## src/rtl/shift_sequencer_if.sv

```systemverilog
// Request/result bundle between the execute-stage control FSM and the shift sequencer.
// The requester drives START/IR6/SR1; the sequencer returns BUSY/DONE/ERR/OUT.
interface shift_sequencer_if #(
    parameter int unsigned WIDTH = 16,
    parameter int unsigned AMT_W = 4
);
    logic             START;
    logic [AMT_W+1:0] IR6;
    logic [WIDTH-1:0] SR1;
    logic             BUSY;
    logic             DONE;
    logic             ERR;
    logic [WIDTH-1:0] OUT;

    modport master (
        output START, IR6, SR1,
        input  BUSY, DONE, ERR, OUT
    );

    modport slave (
        input  START, IR6, SR1,
        output BUSY, DONE, ERR, OUT
    );
endinterface

```

## src/rtl/shift_sequencer.sv

```systemverilog
// Bit-serial LC-3b SHF unit: LSHF / RSHFL / RSHFA, one bit position per clock.
// The result and error flag are held in registers until the next completion.
module shift_sequencer #(
    parameter int unsigned WIDTH = 16,
    parameter int unsigned AMT_W = 4
) (
    input  logic               CLK,
    input  logic               RESET_N,
    shift_sequencer_if.slave   bus
);

    typedef enum logic [1:0] {
        StIdle  = 2'd0,
        StShift = 2'd1,
        StFin   = 2'd2
    } state_e;

    localparam logic [1:0] TypeLeft    = 2'b00;
    localparam logic [1:0] TypeRightL  = 2'b01;
    localparam logic [1:0] TypeInvalid = 2'b10;
    localparam logic [1:0] TypeRightA  = 2'b11;

    state_e             state_q, state_d;
    logic [WIDTH-1:0]   work_q, work_d;
    logic [AMT_W-1:0]   count_q, count_d;
    logic [1:0]         type_q, type_d;
    logic [WIDTH-1:0]   out_q, out_d;
    logic               err_q, err_d;
    logic [WIDTH-1:0]   shifted;
    logic [1:0]         req_type;
    logic [AMT_W-1:0]   req_amt;

    assign req_type = bus.IR6[AMT_W+1:AMT_W];
    assign req_amt  = bus.IR6[AMT_W-1:0];

    always_comb begin
        shifted = work_q;
        unique case (type_q)
            TypeLeft:   shifted = {work_q[WIDTH-2:0], 1'b0};
            TypeRightL: shifted = {1'b0, work_q[WIDTH-1:1]};
            TypeRightA: shifted = {work_q[WIDTH-1], work_q[WIDTH-1:1]};
            default:    shifted = work_q;
        endcase
    end

    always_comb begin
        state_d = state_q;
        work_d  = work_q;
        count_d = count_q;
        type_d  = type_q;
        out_d   = out_q;
        err_d   = err_q;
        unique case (state_q)
            StIdle: begin
                if (bus.START) begin
                    work_d  = bus.SR1;
                    type_d  = req_type;
                    count_d = req_amt;
                    if (req_type == TypeInvalid) begin
                        state_d = StFin;
                        out_d   = '0;
                        err_d   = 1'b1;
                    end else if (req_amt == '0) begin
                        state_d = StFin;
                        out_d   = bus.SR1;
                        err_d   = 1'b0;
                    end else begin
                        state_d = StShift;
                    end
                end
            end
            StShift: begin
                work_d  = shifted;
                count_d = count_q - 1'b1;
                // Result is captured on the same edge that enters FIN.
                if (count_q == AMT_W'(1)) begin
                    state_d = StFin;
                    out_d   = shifted;
                    err_d   = 1'b0;
                end
            end
            StFin: begin
                state_d = StIdle;
            end
            default: begin
                state_d = StIdle;
            end
        endcase
    end

    always_ff @(posedge CLK or negedge RESET_N) begin
        if (!RESET_N) begin
            state_q <= StIdle;
            work_q  <= '0;
            count_q <= '0;
            type_q  <= '0;
            out_q   <= '0;
            err_q   <= 1'b0;
        end else begin
            state_q <= state_d;
            work_q  <= work_d;
            count_q <= count_d;
            type_q  <= type_d;
            out_q   <= out_d;
            err_q   <= err_d;
        end
    end

    assign bus.BUSY = (state_q != StIdle);
    assign bus.DONE = (state_q == StFin);
    assign bus.ERR  = err_q;
    assign bus.OUT  = out_q;

endmodule

```

## src/flat_wrapper.sv

```systemverilog
// flat-port wrapper written by rule: the top's interface ports become plain ports
module shift_sequencer_flat 
#(
    parameter int unsigned WIDTH = 16,
    parameter int unsigned AMT_W = 4
)
  (CLK, RESET_N, bus_START, bus_IR6, bus_SR1, bus_BUSY, bus_DONE, bus_ERR, bus_OUT);
  shift_sequencer_if #(.WIDTH(WIDTH), .AMT_W(AMT_W)) bus_i ();
  input  logic CLK;
  input  logic RESET_N;
  input wire logic [$bits(bus_i.START)-1:0] bus_START;
  input wire logic [$bits(bus_i.IR6)-1:0] bus_IR6;
  input wire logic [$bits(bus_i.SR1)-1:0] bus_SR1;
  output wire logic [$bits(bus_i.BUSY)-1:0] bus_BUSY;
  output wire logic [$bits(bus_i.DONE)-1:0] bus_DONE;
  output wire logic [$bits(bus_i.ERR)-1:0] bus_ERR;
  output wire logic [$bits(bus_i.OUT)-1:0] bus_OUT;
  assign bus_i.START = bus_START;
  assign bus_i.IR6 = bus_IR6;
  assign bus_i.SR1 = bus_SR1;
  assign bus_BUSY = bus_i.BUSY;
  assign bus_DONE = bus_i.DONE;
  assign bus_ERR = bus_i.ERR;
  assign bus_OUT = bus_i.OUT;
  shift_sequencer #(.WIDTH(WIDTH), .AMT_W(AMT_W)) u_core (.CLK(CLK), .RESET_N(RESET_N), .bus(bus_i));
endmodule
```

## config.mk

```make
export PLATFORM = sky130hd
export DESIGN_NAME = shift_sequencer_flat
export DESIGN_NICKNAME = d
export VERILOG_FILES = /design/src/rtl/shift_sequencer_if.sv /design/src/rtl/shift_sequencer.sv /design/src/flat_wrapper.sv
export SDC_FILE = /design/constraint.sdc
export NUM_CORES = 1
export LEC_CHECK = 0
export ABC_CLOCK_PERIOD_IN_PS = 4400
export CAP_MARGIN = 20
export CORE_MARGIN = 5
export CORE_UTILIZATION = 49
export CTS_CLUSTER_SIZE = 25
export DETAILED_ROUTE_END_ITERATION = 8
export HOLD_SLACK_MARGIN = 0.12
export PLACE_DENSITY = 0.76
export REMOVE_ABC_BUFFERS = 1
export SYNTH_ARGS = -nofsm -noshare
export SYNTH_HDL_FRONTEND = slang
export SYNTH_SLANG_ARGS = --single-unit
```

## constraint.sdc

```tcl
create_clock -name CLK -period 4.4 [get_ports CLK]
set_input_delay 0.88 -clock CLK [delete_from_list [all_inputs] [get_ports CLK]]
set_output_delay 0.88 -clock CLK [all_outputs]
set_load 0.01 [all_outputs]
```

# Word level (Yosys, flattened, before mapping)
# Index checks and enable logic that the tools add are counted.
[totals]
ff_bits = 41
in_bits = 25
out_inout_bits = 19
wordCells = 45
[classes]
addsub = 1
eq_ne = 9
muxes = 20
n_reduce_logical = 9
[op_table]
columns = ["operator", "count"]
rows = [
  ["$mux 16", 5],
  ["$pmux 16 s2", 2],
  ["$pmux 16 s3", 1],
  ["$mux 2", 4],
  ["$pmux 4 s2", 1],
  ["$eq 2x2->1 const B", 3],
  ["$reduce_and 2->1", 3],
  ["$eq 2x1->1 const B", 2],
  ["$eq 4x1->1 const B", 1],
  ["$logic_not 2->1", 2],
  ["$logic_not 4->1", 1],
  ["$mux 1", 4],
  ["$mux 4", 1],
  ["$pmux 2 s2", 1],
  ["$reduce_and 4->1", 1],
  ["$reduce_bool 2->1", 2],
  ["$sub 4x1->4 const B", 1],
  ["$ne 3x1->1 const B", 1],
  ["$ne 2x1->1 const B", 1],
  ["$ne 2x2->1 const B", 1],
  ["$pmux 1 s2", 1],
]

# Longest topological paths before layout
[logic_depth]
word_depth = 5
ltp_mapped = 7
mapped_depth_nobuf = 5

# Worst setup path before layout
# No wires, ideal clock.
[synth_path]
path_type = "in2reg"
startpoint = "in bus_IR6[1]"
endpoint = "reg u_core.out_q[10] (netlist: u_core.bus.OUT[10])"
setup_ns = 0.125
arrival_time_ns = 1.965
required_ns = 4.275
slack_ns = 2.310
path_stages = 5
path_buffers = 2
cell_sequence = "o41ai_2 > a22o_1 > buf_6 > buf_12 > mux2_4"
[synth_between]
elab_chain_len = 3
[synth_lines]
columns = ["element", "line_no", "rtl"]
rows = [
  ["start, declared", "flat_wrapper.sv:12", "input wire logic [$bits(bus_i.IR6)-1:0] bus_IR6;"],
  ["$logic_not 4->1", "shift_sequencer.sv:63", "end else if (req_amt == '0) begin"],
  ["$ne 3x1->1 (no line)", "n/a", ""],
  ["$reduce_and 4->1 (no line)", "n/a", ""],
  ["end signal, assigned", "shift_sequencer.sv:104", "out_q <= out_d;"],
  ["end, declared", "shift_sequencer.sv:27", "logic [WIDTH-1:0] out_q, out_d;"],
]
# No other way between the ends.
# A chain may end at the register's enable or synchronous reset.

# Final worst setup path
[layout_path]
startpoint = "in bus_IR6[4]"
endpoint = "reg u_core.out_q[13] (netlist: u_core.bus.OUT[13])"
[layout_between]
elab_chain_len = 4
word_cells_on_any_way = 6
classes_between = "eq/ne (2); mux (3); reduce/logical (1)"
[layout_lines]
columns = ["element", "line_no", "rtl"]
rows = [
  ["$eq 2x2->1 *", "shift_sequencer.sv:59", "if (req_type == TypeInvalid) begin"],
  ["$mux 16", "shift_sequencer.sv:59", ""],
  ["$mux 16", "shift_sequencer.sv:55", "if (bus.START) begin"],
  ["$pmux 16 s2", "shift_sequencer.sv:53", "unique case (state_q)"],
]
# Every way passes the cells marked *; elsewhere a longest branch is shown, timed or not. The select of a mux whose other input is x is not followed.

==> flow_summary_export.csv <==
group,metric,value,unit
critical_path,cp_max_fo,18,
layout,fin_area,2892,µm²
layout,multi_input_area,1214,µm²
grt,first_global_vias,1824,
logic_synthesis,syn_area,2376,µm²
grt,antenna_found_initial,0,
detailed_routing,via_count,1844,
sta,finClkSkew,0.004758,ns
sta,period_needed,2.777,ns
clock_network,cts_tree,"yes",
grt,grt_pass1_wl,8631,µm
sta,slew_violations,0,
floorplanning,pin_count,44,
floorplanning,die_h,79.64,µm
power_and_ir_drop,finalPower,2.135,mW
critical_path,start_kind,"primary input",
sta,max_freq,360.1,MHz
power_and_ir_drop,peakVddDrop,0.3555,mV
sta,worstMarginPinSlew,0.9409,ns
placed_design,gp_congestion,0.7801,
detailed_routing,drtIter0Drc,159,
job,cap_violations,0,
detailed_routing,met1_length,2340,µm
grt,overflow,0,
critical_path,cp.arrival,2.96,ns
critical_path,path_class,"primary input to flop",
detailed_routing,totalWireLength,4999,µm
floorplanning,num_rows,25,
power_and_ir_drop,p_per_area,738.3,nW/µm²
grt,grt_max_degree,42,
detailed_routing,antenna_left,0,
detailed_routing,top_layer_used,"met4",
clock_network,cts.repair.resized,0,
clock_network,clkLatencyLatePin,0.29,ns
clock_network,numClockSinks,41,
layout,drive_gt1_share,18.32,%
worst_hold_path,min_path_type,"flop to flop",
clock_network,cts_max_path_buffers,2,
placed_design,port_buffers,43,
detailed_routing,dr.pass1.iters,4,
clock_network,htree_levels,2,
logic_synthesis,seq_area_frac_synth,43.18,%
sta,slew_headroom,37.27,%
detailed_routing,wl_met2,2331,µm
detailed_routing,met3WireLength,272,µm
logic_synthesis,synth-seq-cells,41,
placed_design,dpl_cell_area,2790,µm²
layout,fillCellCount,404,
logic_synthesis,yosys_warnings,0,
detailed_routing,vias_per_cell,5.424,
detailed_routing,wl_per_cell,14.70,µm
layout,final_util,61.22,%
outcome,outcome,"finished clean",
logic_synthesis,ys_types,31,
critical_path,endpoint_kind,"flop",
clock_network,numCtsBuffers,5,
clock_network,cts_setup_buffers,0,
layout,instances_no_fill,340,
sta,rsz0062_at_grt,"false",
critical_path,cp_data_required_time,4.58,ns
floorplanning,die_area,6342,µm²
sta,setup_ws,1.623,ns
logic_synthesis,syn-instance-count,237,
layout,area_growth_syn_to_layout,21.70,%
clock_network,clk_pin_slew_worst_paths,0.08,ns
power_and_ir_drop,p_leak,1.232,nW
grt,grt.total_usage,17.35,%
placed_design,hpwl,3258,µm
logic_synthesis,synth.avg_cell_area,10.03,µm²
sta,hold_ws,0.5093,ns
clock_network,cts-root-buf,"clkbuf_8",
layout,n_antenna_cell,0,
clock_network,cts_hold_buffers,0,
layout,nets,299,
layout,regArea,1026,µm²
sta,hold_viol_final,0,
sta,fin_crit_sh,63.11,%
sta,tns,0,ns
floorplanning,initial_core_util,50.30,%
placed_design,pre_cts_ws,1.300,ns
sta,setup-violations-final,0,
floorplanning,die_w,79.64,µm
floorplanning,core_area,4723,µm²
detailed_routing,post-route-drc-count,0,
placed_design,placed_cells,332,
[sequential cells by signal (all words and copies together), names as in the netlist]
register        count
u_core.bus.ERR      1
u_core.count_q      4
u_core.type_q       2
u_core.state_q      2
u_core.bus.OUT     16
u_core.work_q      16
[cells in the final DEF (no fill, tap or decap)]
cell type,netlist,routed
mux2i_1,8,8
a21oi_1,9,9
a22o_1,1,1
nor3b_1,2,1
a31oi_1,2,2
dfrtp_1,41,41
o21ai_0,21,21
a21bo_2,1,1
buf_4,2,4
mux2_2,23,23
nor2_1,11,11
mux2_4,9,9
clkinv_2,0,1
nor2b_1,2,2
o211ai_1,14,14
nand2b_1,16,16
ha_1,2,2
o22ai_1,1,1
or2_2,1,1
clkdlybuf4s50_1,0,42
a22oi_1,1,1
xor2_1,1,1
nand2_1,28,28
nor3_1,2,2
nand3_1,17,17
buf_2,4,1
nor3b_2,0,1
inv_1,3,3
or3b_2,1,1
clkbuf_8,0,7
o41ai_2,1,1
[Yosys cell counts]
cell type  count  area [µm²]
dfrtp_1       41        1026
nand2_1       28       105.1
mux2_2        23       259.0
o21ai_0       21       105.1
nand3_1       17       85.08
nand2b_1      16       100.1
o211ai_1      14       105.1
nor2_1        11       41.29
a21oi_1        9       45.04
mux2_4         9       135.1
mux2i_1        8       80.08
clkbuf_1       7       26.28
buf_2          4       20.02
buf_6          4       45.04
inv_1          3       11.26
a31oi_1        2       12.51
buf_4          2       15.01
ha_1           2       25.02
nor2b_1        2       12.51
nor3_1         2       10.01
nor3b_1        2       15.01
a21bo_2        1       10.01
a22o_1         1       8.760
a22oi_1        1       7.510
buf_1          1       3.750
buf_12         1       20.02
o22ai_1        1       6.260
o41ai_2        1       16.27
or2_2          1       6.260
or3b_2         1       8.760
xor2_1         1       8.760
[path summary, 6_finish.rpt]
check                                                   start                        endpoint  slack (ns)  cells past startpoint
min in group asynchronous                             RESET_N   u_core.bus.OUT[5]$_DFFE_PN0P_        0.72                      1
worst min register to register  u_core.bus.OUT[4]$_DFFE_PN0P_   u_core.bus.OUT[4]$_DFFE_PN0P_        0.51                      1
max in group asynchronous                             RESET_N   u_core.count_q[3]$_DFFE_PN0P_        3.10                      1
worst max-delay path                               bus_IR6[4]  u_core.bus.OUT[13]$_DFFE_PN0P_        1.62                      6
worst max register to register   u_core.type_q[1]$_DFFE_PN0P_   u_core.bus.OUT[1]$_DFFE_PN0P_        2.49                      4
worst min-delay path            u_core.bus.OUT[4]$_DFFE_PN0P_   u_core.bus.OUT[4]$_DFFE_PN0P_        0.51                      1
[final cells by class]
type / count / share of cell area (%)
Clock inverter: 1 / 0.1731
Clock buffer: 7 / 3.332
Sequential cell: 41 / 35.48
Timing Repair Buffer: 47 / 15.75
Multi-Input combinational cell: 174 / 41.97
Tap cell: 67 / 2.899
Inverter: 3 / 0.3894
[per-layer routing]
layer | vias up | GRT usage [%]
met5 | - | 0
li1 | 903 | -
met1 | 881 | 22.37
met4 | 0 | 5.670
met3 | 6 | 4.063
met2 | 54 | 28.63
[power breakdown]
part | switching, mW | internal (mW) | leakage (nW)
clock network | 0.128 | 0.142 | 0.0542
logic | 0.501 | 0.601 | 0.677
registers | 0.196 | 0.567 | 0.501
[cells by family (layout without fill, tap and decap cells)]
| logic type | count (synthesis) | after routing | synth area share (%) |
|---|---|---|---|
| fa+ha+maj | 2 | 2 | 1.053 |
| xor+xnor | 1 | 1 | 0.3687 |
| compound gates | 51 | 51 | 13.32 |
| flops | 41 | 41 | 43.18 |
| buf+inv | 22 | 58 | 5.950 |
| mux | 40 | 40 | 19.96 |
| simple gates | 80 | 80 | 16.17 |
[worst max-delay path: stages]
cell             delay [ns]
clkdlybuf4s50_1        0.46
nand2b_1               0.62
o41ai_2                0.22
a22o_1                 0.22
buf_4                  0.22
mux2_4                 0.32
Power figures use the tool's default switching activity.
